==> config.mk <==
export PLATFORM = sky130hd
export DESIGN_NAME = fifo_tx_drain
export DESIGN_NICKNAME = d
export VERILOG_FILES = /design/src/rtl/fifo_tx_drain.sv
export SDC_FILE = /design/constraint.sdc
export NUM_CORES = 1
export LEC_CHECK = 0
export ABC_AREA = 1
export BUFFER_PORTS_ARGS = -buffer_cell sky130_fd_sc_hd__buf_2
export CORE_MARGIN = 2
export CORE_UTILIZATION = 50
export CTS_CLUSTER_SIZE = 28
export DETAILED_ROUTE_END_ITERATION = 6
export MAX_ROUTING_LAYER = met4
export PLACE_DENSITY = 0.82
export SLEW_MARGIN = 5
export SYNTH_ARGS = -nofsm -noshare
export SYNTH_HDL_FRONTEND = slang
export SYNTH_SLANG_ARGS = --single-unit
==> constraint.sdc <==
create_clock -name clk -period 1.5 [get_ports clk]
set_clock_uncertainty 0.15 [all_clocks]
set_input_delay 0 -clock clk [delete_from_list [all_inputs] [get_ports clk]]
set_output_delay 0 -clock clk [all_outputs]
set_load 0.02 [all_outputs]
==> src/rtl/fifo_tx_drain.sv <==
// Read-side drain of the transceiver async FIFO: pops one word at a time from the
// first-word-fall-through port and feeds its bytes to the UART transmitter.
module fifo_tx_drain #(
  parameter int Data_Width = 16,
  parameter bit MSB_FIRST  = 1'b0
) (
  input  logic                  clk,
  input  logic                  rst,
  input  logic                  en,
  input  logic                  empty,
  input  logic [Data_Width-1:0] r_data,
  output logic                  r_inc,
  output logic [7:0]            tx_data,
  output logic                  tx_valid,
  input  logic                  tx_busy,
  output logic                  drain_busy
);
  localparam int BYTES = Data_Width / 8;
  localparam int CNT_W = (BYTES > 1) ? $clog2(BYTES) : 1;
  localparam logic [CNT_W-1:0] LAST_IDX = CNT_W'(BYTES - 1);

  typedef enum logic [1:0] {
    IDLE      = 2'd0,
    POP       = 2'd1,
    REQ       = 2'd2,
    WAIT_DONE = 2'd3
  } state_t;

  state_t                  state_q, state_d;
  logic [CNT_W-1:0]        byte_cnt_q, byte_cnt_d;
  logic [Data_Width-1:0]   word_q, word_d;
  logic [7:0]              tx_data_q, tx_data_d;
  logic                    tx_valid_q, tx_valid_d;
  logic                    r_inc_q, r_inc_d;
  logic [CNT_W-1:0]        next_cnt;

  // Byte index counts transmission order; MSB_FIRST mirrors it onto the word.
  function automatic logic [7:0] pick_byte(input logic [Data_Width-1:0] word,
                                           input logic [CNT_W-1:0]      idx);
    logic [CNT_W-1:0] pos;
    pos = MSB_FIRST ? (LAST_IDX - idx) : idx;
    return word[8*pos +: 8];
  endfunction

  assign next_cnt = byte_cnt_q + CNT_W'(1);

  always_comb begin
    state_d    = state_q;
    byte_cnt_d = byte_cnt_q;
    word_d     = word_q;
    tx_data_d  = tx_data_q;
    tx_valid_d = tx_valid_q;
    r_inc_d    = r_inc_q;
    unique case (state_q)
      IDLE: begin
        if (en && !empty) begin
          word_d     = r_data;
          r_inc_d    = 1'b1;
          byte_cnt_d = '0;
          state_d    = POP;
        end
      end
      POP: begin
        r_inc_d    = 1'b0;
        tx_data_d  = pick_byte(word_q, byte_cnt_q);
        tx_valid_d = 1'b1;
        state_d    = REQ;
      end
      REQ: begin
        if (tx_busy) begin
          tx_valid_d = 1'b0;
          state_d    = WAIT_DONE;
        end
      end
      WAIT_DONE: begin
        // en is deliberately not consulted here: a started word always completes.
        if (!tx_busy) begin
          if (byte_cnt_q < LAST_IDX) begin
            byte_cnt_d = next_cnt;
            tx_data_d  = pick_byte(word_q, next_cnt);
            tx_valid_d = 1'b1;
            state_d    = REQ;
          end else begin
            state_d = IDLE;
          end
        end
      end
      default: state_d = IDLE;
    endcase
  end

  always_ff @(posedge clk or posedge rst) begin
    if (rst) begin
      state_q    <= IDLE;
      byte_cnt_q <= '0;
      word_q     <= '0;
      tx_data_q  <= 8'h00;
      tx_valid_q <= 1'b0;
      r_inc_q    <= 1'b0;
    end else begin
      state_q    <= state_d;
      byte_cnt_q <= byte_cnt_d;
      word_q     <= word_d;
      tx_data_q  <= tx_data_d;
      tx_valid_q <= tx_valid_d;
      r_inc_q    <= r_inc_d;
    end
  end

  assign r_inc      = r_inc_q;
  assign tx_data    = tx_data_q;
  assign tx_valid   = tx_valid_q;
  assign drain_busy = (state_q != IDLE);

endmodule

# Yosys cells after proc, flatten, opt, wreduce, memory -nomap -nowiden
# Cells that the tools add are included.
dict set report word_totals {
  reg_bits 29
  input_bits 21
  out_inout_bits 11
  wordCells 49
}
dict set report classes {
  addsub 1
  magnitude_cmp 1
  n_eq_ne 7
  n_shift 2
  muxes 18
  reduce_logical 14
}
# op count
set op_table {}
lappend op_table {{indexed part select 16 x 5 -> 8 bit} 2}
lappend op_table {{two-way mux 8 bit} 2}
lappend op_table {{case mux 8 bit (2 select lines)} 1}
lappend op_table {{two-way mux 2 bit} 4}
lappend op_table {{inequality test 2 bit, second input constant} 4}
lappend op_table {{case mux 2 bit (4 select lines)} 1}
lappend op_table {{AND reduction 4 bit} 2}
lappend op_table {{nonzero test 2 bit} 4}
lappend op_table {{two-way mux 1 bit} 7}
lappend op_table {{AND reduction 3 bit} 2}
lappend op_table {{equality test 2 bit, second input constant} 2}
lappend op_table {{case mux 1 bit (2 select lines)} 2}
lappend op_table {{AND reduction 2 bit} 2}
lappend op_table {{case mux 1 bit (3 select lines)} 1}
lappend op_table {{nonzero test 3 bit} 1}
lappend op_table {{equality test 2 x 1 -> 1 bit, second input constant} 1}
lappend op_table {{zero test 2 bit} 1}
lappend op_table {{adder 1 bit, second input constant} 1}
lappend op_table {{logical AND 1 bit} 1}
lappend op_table {{zero test 1 bit} 1}
lappend op_table {{less-than comparator 1 bit, second input constant} 1}

# Longest topological paths before layout
# Gate-level depths: netlist of the first run.
dict set report logic_depth {
  ltp_word 5
  ltp_mapped 8
  depth_no_buf 7
}

# Worst setup path before layout of the first run
# OpenSTA, ideal clock, no wires.
dict set report synth_timing {
  kind {register to register}
  from {register state_q[1]}
  to {register byte_cnt_q}
  setup_time_ps 127
  arrival_ps 1079
  required_ps 1223
  path_slack_ps 144
  stages_incl_launch_ff 7
  n_path_buf 2
  period_less_slack_ps 1356
  cell_sequence {dfrtp_1 > buf_6 > clkinv_2 > nand2_4 > nor3_4 > buf_6 > o21ai_0}
}
dict set report synth_between {
  elab_chain_len 3
  word_cells_on_any_way 8
  cone_classes {eq/ne: 4; mux: 1; reduce/logical: 3}
}
# element line
set synth_lines {}
lappend synth_lines {{start, declared} 29} ;# state_t state_q, state_d;
lappend synth_lines {{start signal, assigned} 101} ;# state_q <= state_d;
lappend synth_lines {{equality test 2 bit or zero test 2 bit (tied branches)} 54} ;# unique case (state_q)
lappend synth_lines {{inequality test 2 bit (no line) or nonzero test 2 bit (tied branches)} -}
lappend synth_lines {{AND reduction 4 bit (no line)} -}
lappend synth_lines {{end signal, assigned} 102} ;# byte_cnt_q <= byte_cnt_d;
lappend synth_lines {{end, declared} 30} ;# logic [CNT_W-1:0] byte_cnt_q, byte_cnt_d;
# Parallel ways exist; a longest one is shown, timed or not.
# A chain may end at the register's enable or synchronous reset.

# Worst setup path after layout of the first run
dict set report layout_timing {
  from {register state_q[0]}
  to {register tx_data_q[2], in the netlist tx_data[2]}
}
dict set report layout_between {
  elab_chain_len 3
  word_cells_on_any_way 7
  cone_classes {eq/ne: 4; mux: 1; reduce/logical: 2}
}
# element line
set layout_lines {}
lappend layout_lines {{equality test 2 bit or equality test 2 x 1 -> 1 bit (tied branches)} 54}
lappend layout_lines {{inequality test 2 bit (no line) or nonzero test 2 bit (tied branches)} -}
lappend layout_lines {{AND reduction 3 bit (no line)} -}
lappend layout_lines {{end signal, assigned} 104} ;# tx_data_q <= tx_data_d;
lappend layout_lines {{end, declared} 32} ;# logic [7:0] tx_data_q, tx_data_d;
# Parallel ways exist; a longest one is shown, timed or not.

==> results of run 1 <==
[worst min path at each step]
stage	endpoint	startpoint	slack, ns	cells past startpoint
after global placement	tx_valid$_DFFE_PP0P_	rst	-0.08	3
after floorplan	byte_cnt_q$_DFFE_PP0P_	rst	-0.07	1
after detailed placement	word_q[7]$_DFFE_PP0P_	rst	-0.07	3
final	word_q[4]$_DFFE_PP0P_	en	0.04	5
after CTS	word_q[4]$_DFFE_PP0P_	en	0.03	5
after global routing	word_q[4]$_DFFE_PP0P_	en	0.06	5
[where the power goes]
group | switching (mW) | internal (mW)
clock | 0.259 | 0.271
combinational | 0.924 | 0.516
sequential | 0.175 | 1.17
total | 1.36 | 1.96
[critical path: stages, from the launching register on]
cell	delay [ns]
dfrtp_1	0.45
nand2_1	0.12
nor2_1	0.19
nor2_4	0.07
buf_4	0.16
nand3_1	0.09
nand2_1	0.05
[cell usage after synthesis]
master | instances | area share (%)
nand2_1 | 54 | 16
dfrtp_1 | 29 | 56
inv_1 | 22 | 6.3
o21ai_0 | 17 | 6.5
nand3_1 | 16 | 6.1
buf_6 | 4 | 3.4
inv_2 | 2 | 0.57
clkinv_2 | 1 | 0.38
nand2_2 | 1 | 0.48
nand2_4 | 1 | 0.86
nand3_2 | 1 | 0.77
nand4_1 | 1 | 0.48
nor2_1 | 1 | 0.29
nor2_4 | 1 | 0.86
nor3_4 | 1 | 1.2
o21ai_2 | 1 | 0.67
[registers in the layout, indices dropped and copies added (netlist names)]
name        cells
byte_cnt_q      1
tx_data         8
tx_valid        1
r_inc           1
word_q         16
state_q         2
[timing repair]
action,4_1_cts,5_1_grt
setup buffers,0,1
gates resized for setup,0,2
endpoints found under the hold margin,49,0
hold buffers,19,0
endpoints found under the setup margin,0,8
[stage by stage]
stage / total power [mW] / hold WS (ns) / area (um^2) / setup WS (ns) / std cells
detailed placement: 2.71 / -0.0672 / 1490 / 0.0757 / 213
CTS: 3.29 / 0.0301 / 1750 / 0.0516 / 240
global placement: 2.65 / -0.0769 / 1490 / 0.138 / 213
finish: 3.32 / 0.0351 / 1760 / 0.117 / 241
global route: 3.59 / 0.0597 / 1760 / 0.0274 / 241
floorplan: 2.34 / -0.0719 / 1310 / 0.144 / 153
[per-layer routing]
| layer | GRT usage, % | vias to the layer above | routed length [um] |
|---|---|---|---|
| met4 | 15.0 | 0 | 72 |
| met5 | - | - | 0 |
| li1 | - | 595 | - |
| met2 | 33.3 | 39 | 1430 |
| met1 | 28.3 | 552 | 1210 |
| met3 | 4.57 | 10 | 148 |
[final cells by class]
cell class,count,area share [%]
clock buffers,7,3.69
clock inverters,1,0.284
inverters,25,5.40
multi-input cells,95,25.2
flip-flops and latches,29,41.3
well taps,30,2.13
repair buffers,54,22.0
[cells by family (layout without fill, tap and decap cells)]
kind of cell / Yosys count / in the layout
and+or+nand+nor: 77 / 77
AOI/OAI and AO/OA: 18 / 18
buffers and inverters: 29 / 87
DFF: 29 / 29
==> reports/metrics.csv, run 1 <==
stage;metric;value;unit
worst_setup_path;CP Max Fanout;7;
floorplanning;die area;0.00304;mm^2
sta;RSZ-0062 raised after global routing;false;
synth;register area share after synthesis;55.5;%
final_layout;fin nets;231;
floorplanning;I/O pin cnt;32;
global_routing;GRT overflow;0;
synth;multiplexer share of the synthesized area;0;%
clock_network;CTS tree;yes;
job;max_cap viols;0;
drt;drt first pass iters;4;
worst_setup_path;CP Capture Type;flop;
worst_setup_path;R2R setup slack;0.12;ns
sta;Max Slew Vio Count;0;
placement;PortBufs;31;
sta;Period minus WS final;1.38;ns
synth;xor and xnor fraction of the mapped netlist area;0;%
drt;DR iter-0 viols;30;
worst_setup_path;critical path required time;1.57;ns
floorplanning;CORE AREA;0.00248;mm^2
drt;wire per inst;11.9;um
clock_network;latest clock arrival within the worst-skew pair;0.32;ns
worst_setup_path;CP Class;reg2reg;
power_and_ir_drop;PwrDens;1880;mW/mm^2
worst_setup_path;RR Endpoint;tx_data[2]$_DFFE_PP0P_;
global_routing;first-pass GRT wire length;4550;um
synth;Cell variety after synth;16;
synth;Synth Area in Compound Gates;7.18;%
sta;worst slew pin tran;0.361;ns
clock_network;Reg clk slew, reported paths;0.09;ns
worst_setup_path;Worst setup SP type;flop;
final_layout;most common cell after layout, fill and taps aside;nand2_1;
global_routing;All-Layer GR Usage;22.7;%
drt;Antenna Nets Post-Route;0;
synth;FF+latch count, synth;29;
power_and_ir_drop;P_leak;0.939;nW
sta;slew margin rel.;76.0;%
clock_network;Sink Count;29;
sta;fmax;0.723;GHz
clock_network;CTS buffer count;5;
placement;Final GP Congestion;0.759;
worst_setup_path;R2R cell count;6;
final_layout;n_diodes;0;
floorplanning;Die Span X;55.1;um
final_layout;Reg area;727;um^2
power_and_ir_drop;maximum vdd drop;1100;uV
worst_setup_path;crit path to;tx_data[2]$_DFFE_PP0P_;
hold_path;Worst Hold Class;in2reg;
drt;Routed WL;2870;um
synth;largest family of logic cells by synthesized area;simple AND/OR/NAND/NOR gates;
sta;setup_tns;0;ns
sta;Final Hold Fails;0;
synth;syn_area_per_cell;8.55;um^2
drt;routed vias/inst;4.96;
final_layout;fraction of layout instances using a drive strength above 1;25.6;%
floorplanning;Initial Util;52.8;%
run_status;status;completed;
global_routing;initial antenna violation count;0;
worst_setup_path;Reg-to-Reg Start;state_q[0]$_DFFE_PP0P_;
synth;Yosys Warn Count;0;
floorplanning;Die H;55.1;um
synth;gate count of the mapped netlist;153;
drt;DR DRC count;0;
final_layout;multi-input logic area;444;um^2
synth;syn_nets;174;
clock_network;clock root buffer;clkbuf_4;
final_layout;most frequent cells in the layout;nand2_1, buf_2, dfrtp_1;
global_routing;vias in the first global route;1101;
synth;Post-Synth Adder-Cell Area;0;%
worst_setup_path;Critical Path AT;1.45;ns
floorplanning;row cnt;18;
worst_setup_path;Worst Setup SP;state_q[0]$_DFFE_PP0P_;
global_routing;largest net degree at the start of global routing;35;
final_layout;fillers;182;
drt;Via Count;1196;
placement;DP Wirelength;1810;um
sta;# setup viols final;0;
clock_network;H-tree Lvls;2;
synth;post-synthesis simple-gate area fraction;26.6;%
final_layout;area growth from synthesis to layout;34.7;%
synth;Syn Std Cell Area;0.00131;mm^2
sta;Final period util;92.2;%
clock_network;deepest clock path buffer count;2;
final_layout;final design utilization;71.1;%
(Power assumes the default switching activity.)
==> run 2: changes to the inputs <==
--- a/config.mk
+++ b/config.mk
@@ -5,14 +5,14 @@
 export SDC_FILE = /design/constraint.sdc
 export NUM_CORES = 1
 export LEC_CHECK = 0
-export ABC_AREA = 1
 export BUFFER_PORTS_ARGS = -buffer_cell sky130_fd_sc_hd__buf_2
 export CORE_MARGIN = 2
 export CORE_UTILIZATION = 50
 export CTS_CLUSTER_SIZE = 28
 export DETAILED_ROUTE_END_ITERATION = 6
 export MAX_ROUTING_LAYER = met4
-export PLACE_DENSITY = 0.82
+export PLACE_DENSITY = 0.83
+export SKIP_LAST_GASP = 1
 export SLEW_MARGIN = 5
 export SYNTH_ARGS = -nofsm -noshare
 export SYNTH_HDL_FRONTEND = slang
==> reports/metrics.csv, run 2 <==
stage;metric;value;unit;change
run_status;status;complete, but fails checks;;
run_status;violated checks;negative setup slack;;
worst_setup_path;CP max-delay cell;dfrtp_2;;
power_and_ir_drop;maximum vdd drop;1310;uV;+20%
final_layout;fraction of layout instances using a drive strength above 1;39.6;%;+14 points
synth;Top FF cell, synth;dfrtp_1;;
worst_setup_path;Reg-to-Reg Start;state_q[1]$_DFFE_PP0P_;;
synth;cell taking the most area after synthesis;dfrtp_1;;
clock_network;H-tree Lvls;2;;unchanged
worst_setup_path;CP Class;reg2reg;;
synth;FF+latch count, synth;29;;unchanged
sta;# setup viols final;18;;+18
power_and_ir_drop;P_leak;0.870;nW;-7.4%
global_routing;All-Layer GR Usage;21.8;%;-0.85 points
sta;slew margin rel.;64.8;%;-11 points
clock_network;deepest clock path buffer count;2;;unchanged
final_layout;fin nets;174;;-25%
floorplanning;Die Span X;53.6;um;-2.8%
synth;Post-synth EDFFs;0;;unchanged
sta;setup_tns;-1.33;ns;-1.33 ns
worst_setup_path;Worst setup SP type;flop;;
worst_setup_path;worst path cell trace;nor4b_4 -> buf_12 -> mux2_1;;
synth;syn_area_per_cell;13.5;um^2;+58%
drt;Antenna Nets Post-Route;0;;unchanged
drt;drt first pass iters;6;;+2
hold_path;Worst Hold Class;in2reg;;
worst_setup_path;CP Capture Type;flop;;
drt;Via Count;948;;-21%
synth;Yosys Warn Count;0;;unchanged
drt;Routed WL;2560;um;-11%
floorplanning;die area;0.00287;mm^2;-5.5%
global_routing;first-pass GRT wire length;4170;um;-8.4%
final_layout;area growth from synthesis to layout;46.2;%;
sta;fin worst setup slack;-0.0857;ns;-0.203 ns
global_routing;GRT overflow;0;;unchanged
floorplanning;I/O pin cnt;32;;unchanged
floorplanning;row cnt;17;;-1
power_and_ir_drop;PwrDens;1940;mW/mm^2;+3.0%
clock_network;Reg clk slew, reported paths;0.10;ns;about the same
final_layout;largest register by flop count;word_q;;
worst_setup_path;critical path required time;1.55;ns;-0.02 ns
hold_path;Hold Crit Start;empty;;
floorplanning;CORE AREA;0.00228;mm^2;-8.1%
clock_network;CTS tree;yes;;
final_layout;max reg flops;16;;unchanged
final_layout;n_diodes;0;;unchanged
worst_setup_path;R2R setup slack;-0.09;ns;-0.20 ns
final_layout;most frequent cells in the layout;buf_2, dfrtp_1, dlygate4sd3_1;;
hold_path;Hold Path Stages;4;;-1
placement;DP Wirelength;1680;um;-7.5%
global_routing;grt met3 use;6.11;%;+1.5 points
synth;gate count of the mapped netlist;91;;-41%
synth;Cell variety after synth;21;;+5
worst_setup_path;R2R cell count;3;;-3
worst_setup_path;RR Endpoint;word_q[8]$_DFFE_PP0P_;;
sta;fmax;0.631;GHz;-13%
drt;wire per inst;14.1;um;+18%
final_layout;final design utilization;79.0;%;+7.9 points
sta;Max Slew Vio Count;0;;unchanged
clock_network;Sink Count;29;;unchanged
power_and_ir_drop;total power;3.49;mW;+5.1%
global_routing;initial antenna violation count;0;;unchanged
hold_path;Hold Crit Endpoint;state_q[0]$_DFFE_PP0P_;;
clock_network;CTS buffer count;5;;unchanged
sta;Final period util;106;%;+14 points
global_routing;largest net degree at the start of global routing;20;;-43%
sta;Period minus WS final;1.59;ns;+0.203 ns
final_layout;most common cell after layout, fill and taps aside;buf_2;;
global_routing;met2 Resource Use GR;36.2;%;+2.9 points
worst_setup_path;Critical Path Max Stage Delay;0.48;ns;+0.03 ns
floorplanning;Die H;53.6;um;-2.8%
worst_setup_path;cell family with most CP delay;flip-flops;;
global_routing;vias in the first global route;966;;-12%
global_routing;gr busiest metal;met2;;
synth;synth top area cells;dfrtp_1, mux2_1, a21oi_1, mux2i_1, mux2_4;;
sta;worst slew pin tran;0.527;ns;+0.166 ns
final_layout;fillers;152;;-16%
synth;post-synth top area share;59.0;%;+3.5 points
worst_setup_path;Critical Path AT;1.63;ns;+0.18 ns
sta;Hold WS;0.0144;ns;-0.0207 ns
placement;PortBufs;31;;unchanged
synth;syn_nets;112;;-36%
synth;most frequent cells after synthesis;dfrtp_1, mux2_1, a21oi_1;;
synth;register area share after synthesis;59.0;%;+3.5 points
clock_network;latest clock arrival within the worst-skew pair;0.32;ns;about the same
sta;Final Hold Fails;0;;unchanged
clock_network;clock root buffer;clkbuf_4;;
synth;Post-synth ARST share;100;%;unchanged
worst_setup_path;CP Max Fanout;19;;+12
synth;count leader, synth;dfrtp_1;;
global_routing;met1 GRT Util;24.2;%;-4.2 points
placement;Final GP Congestion;0.881;;+16%
sta;RSZ-0062 raised after global routing;true;;
floorplanning;Initial Util;54.0;%;+1.3 points
drt;routed vias/inst;5.21;;+5.0%
synth;Syn Std Cell Area;0.00123;mm^2;-5.9%
worst_setup_path;WP buf/inv;1;;unchanged
drt;DR iter-0 viols;9;;-70%
job;max_cap viols;0;;unchanged
drt;DR DRC count;0;;unchanged
-- run 2: cell count changes in the layout (fill, tap and decap cells not counted), sizes merged, moves of 2 or more --
cell	delta
inv	-23
buf	+7
o21ai	-17
mux2	+18
nand3	-17
mux2i	+7
nand2	-54
nand2b	+3
clkinv	-2
a21oi	+15
-- run 2: cells by family after synthesis --
group,Yosys count,synth area share (%)
DFF,29,59.0
AOI/OAI and AO/OA,19,8.65
xor gates and xnor gates,1,1.32
muxes,25,22.8
buffers and inverters,6,3.46
and+or+nand+nor,11,4.78
-- run 2: worst max-delay path by stage --
stage / from / to / depth (start not counted)
after floorplan: state_q[1]$_DFFE_PP0P_ / tx_data[7]$_DFFE_PP0P_ / 4
after global placement: state_q[1]$_DFFE_PP0P_ / word_q[13]$_DFFE_PP0P_ / 3
after detailed placement: state_q[1]$_DFFE_PP0P_ / word_q[2]$_DFFE_PP0P_ / 3
after CTS: state_q[1]$_DFFE_PP0P_ / word_q[2]$_DFFE_PP0P_ / 3
after global routing: state_q[1]$_DFFE_PP0P_ / word_q[8]$_DFFE_PP0P_ / 3
final: state_q[1]$_DFFE_PP0P_ / word_q[8]$_DFFE_PP0P_ / 3
-- run 2: area by class of cell --
cell class / instances / area (um^2) / share of cell area [%]
clock buffer: 8 / 58.8 / 3.27
inverter: 1 / 3.75 / 0.209
multi-input combinational: 56 / 508 / 28.3
sequential: 29 / 728 / 40.5
tap: 28 / 35.0 / 1.95
timing repair buffer: 60 / 464 / 25.8
-- run 2: through the flow --
stage,setup slack (ns),cell area [um^2],instances
after floorplan,-0.119,1260,91
after global placement,-0.0420,1510,154
after detailed placement,-0.122,1510,154
after CTS,-0.106,1760,180
after global routing,-0.160,1800,182
final,-0.0857,1800,182
-- run 2: worst register-to-register path, delay by kind of cell (launching register included) --
kind	cells	cell delay, ns
muxes	1	0.34
DFF	1	0.48
and+or+nand+nor	1	0.29
buffers and inverters	1	0.21
-- run 2: what timing repair did --
action	in CTS	in global routing
buffers inserted	0	2
pin swaps	0	1
gates resized for setup	3	7
setup endpoints to repair	24	21
cloned	0	0
hold buffers	18	0
hold endpoints to repair	49	0
-- run 2: metal layers --
metal	wire (um)	vias up
met1	1090	476
met3	107	2
met2	1360	25
met4	6	0
li1	-	445
met5	0	-
-- run 2: report_power, final --
| group | total (mW) | internal [mW] | switching, mW |
|---|---|---|---|
| clock | 0.480 | 0.231 | 0.249 |
| sequential | 1.41 | 1.16 | 0.242 |
| combinational | 1.60 | 0.850 | 0.751 |
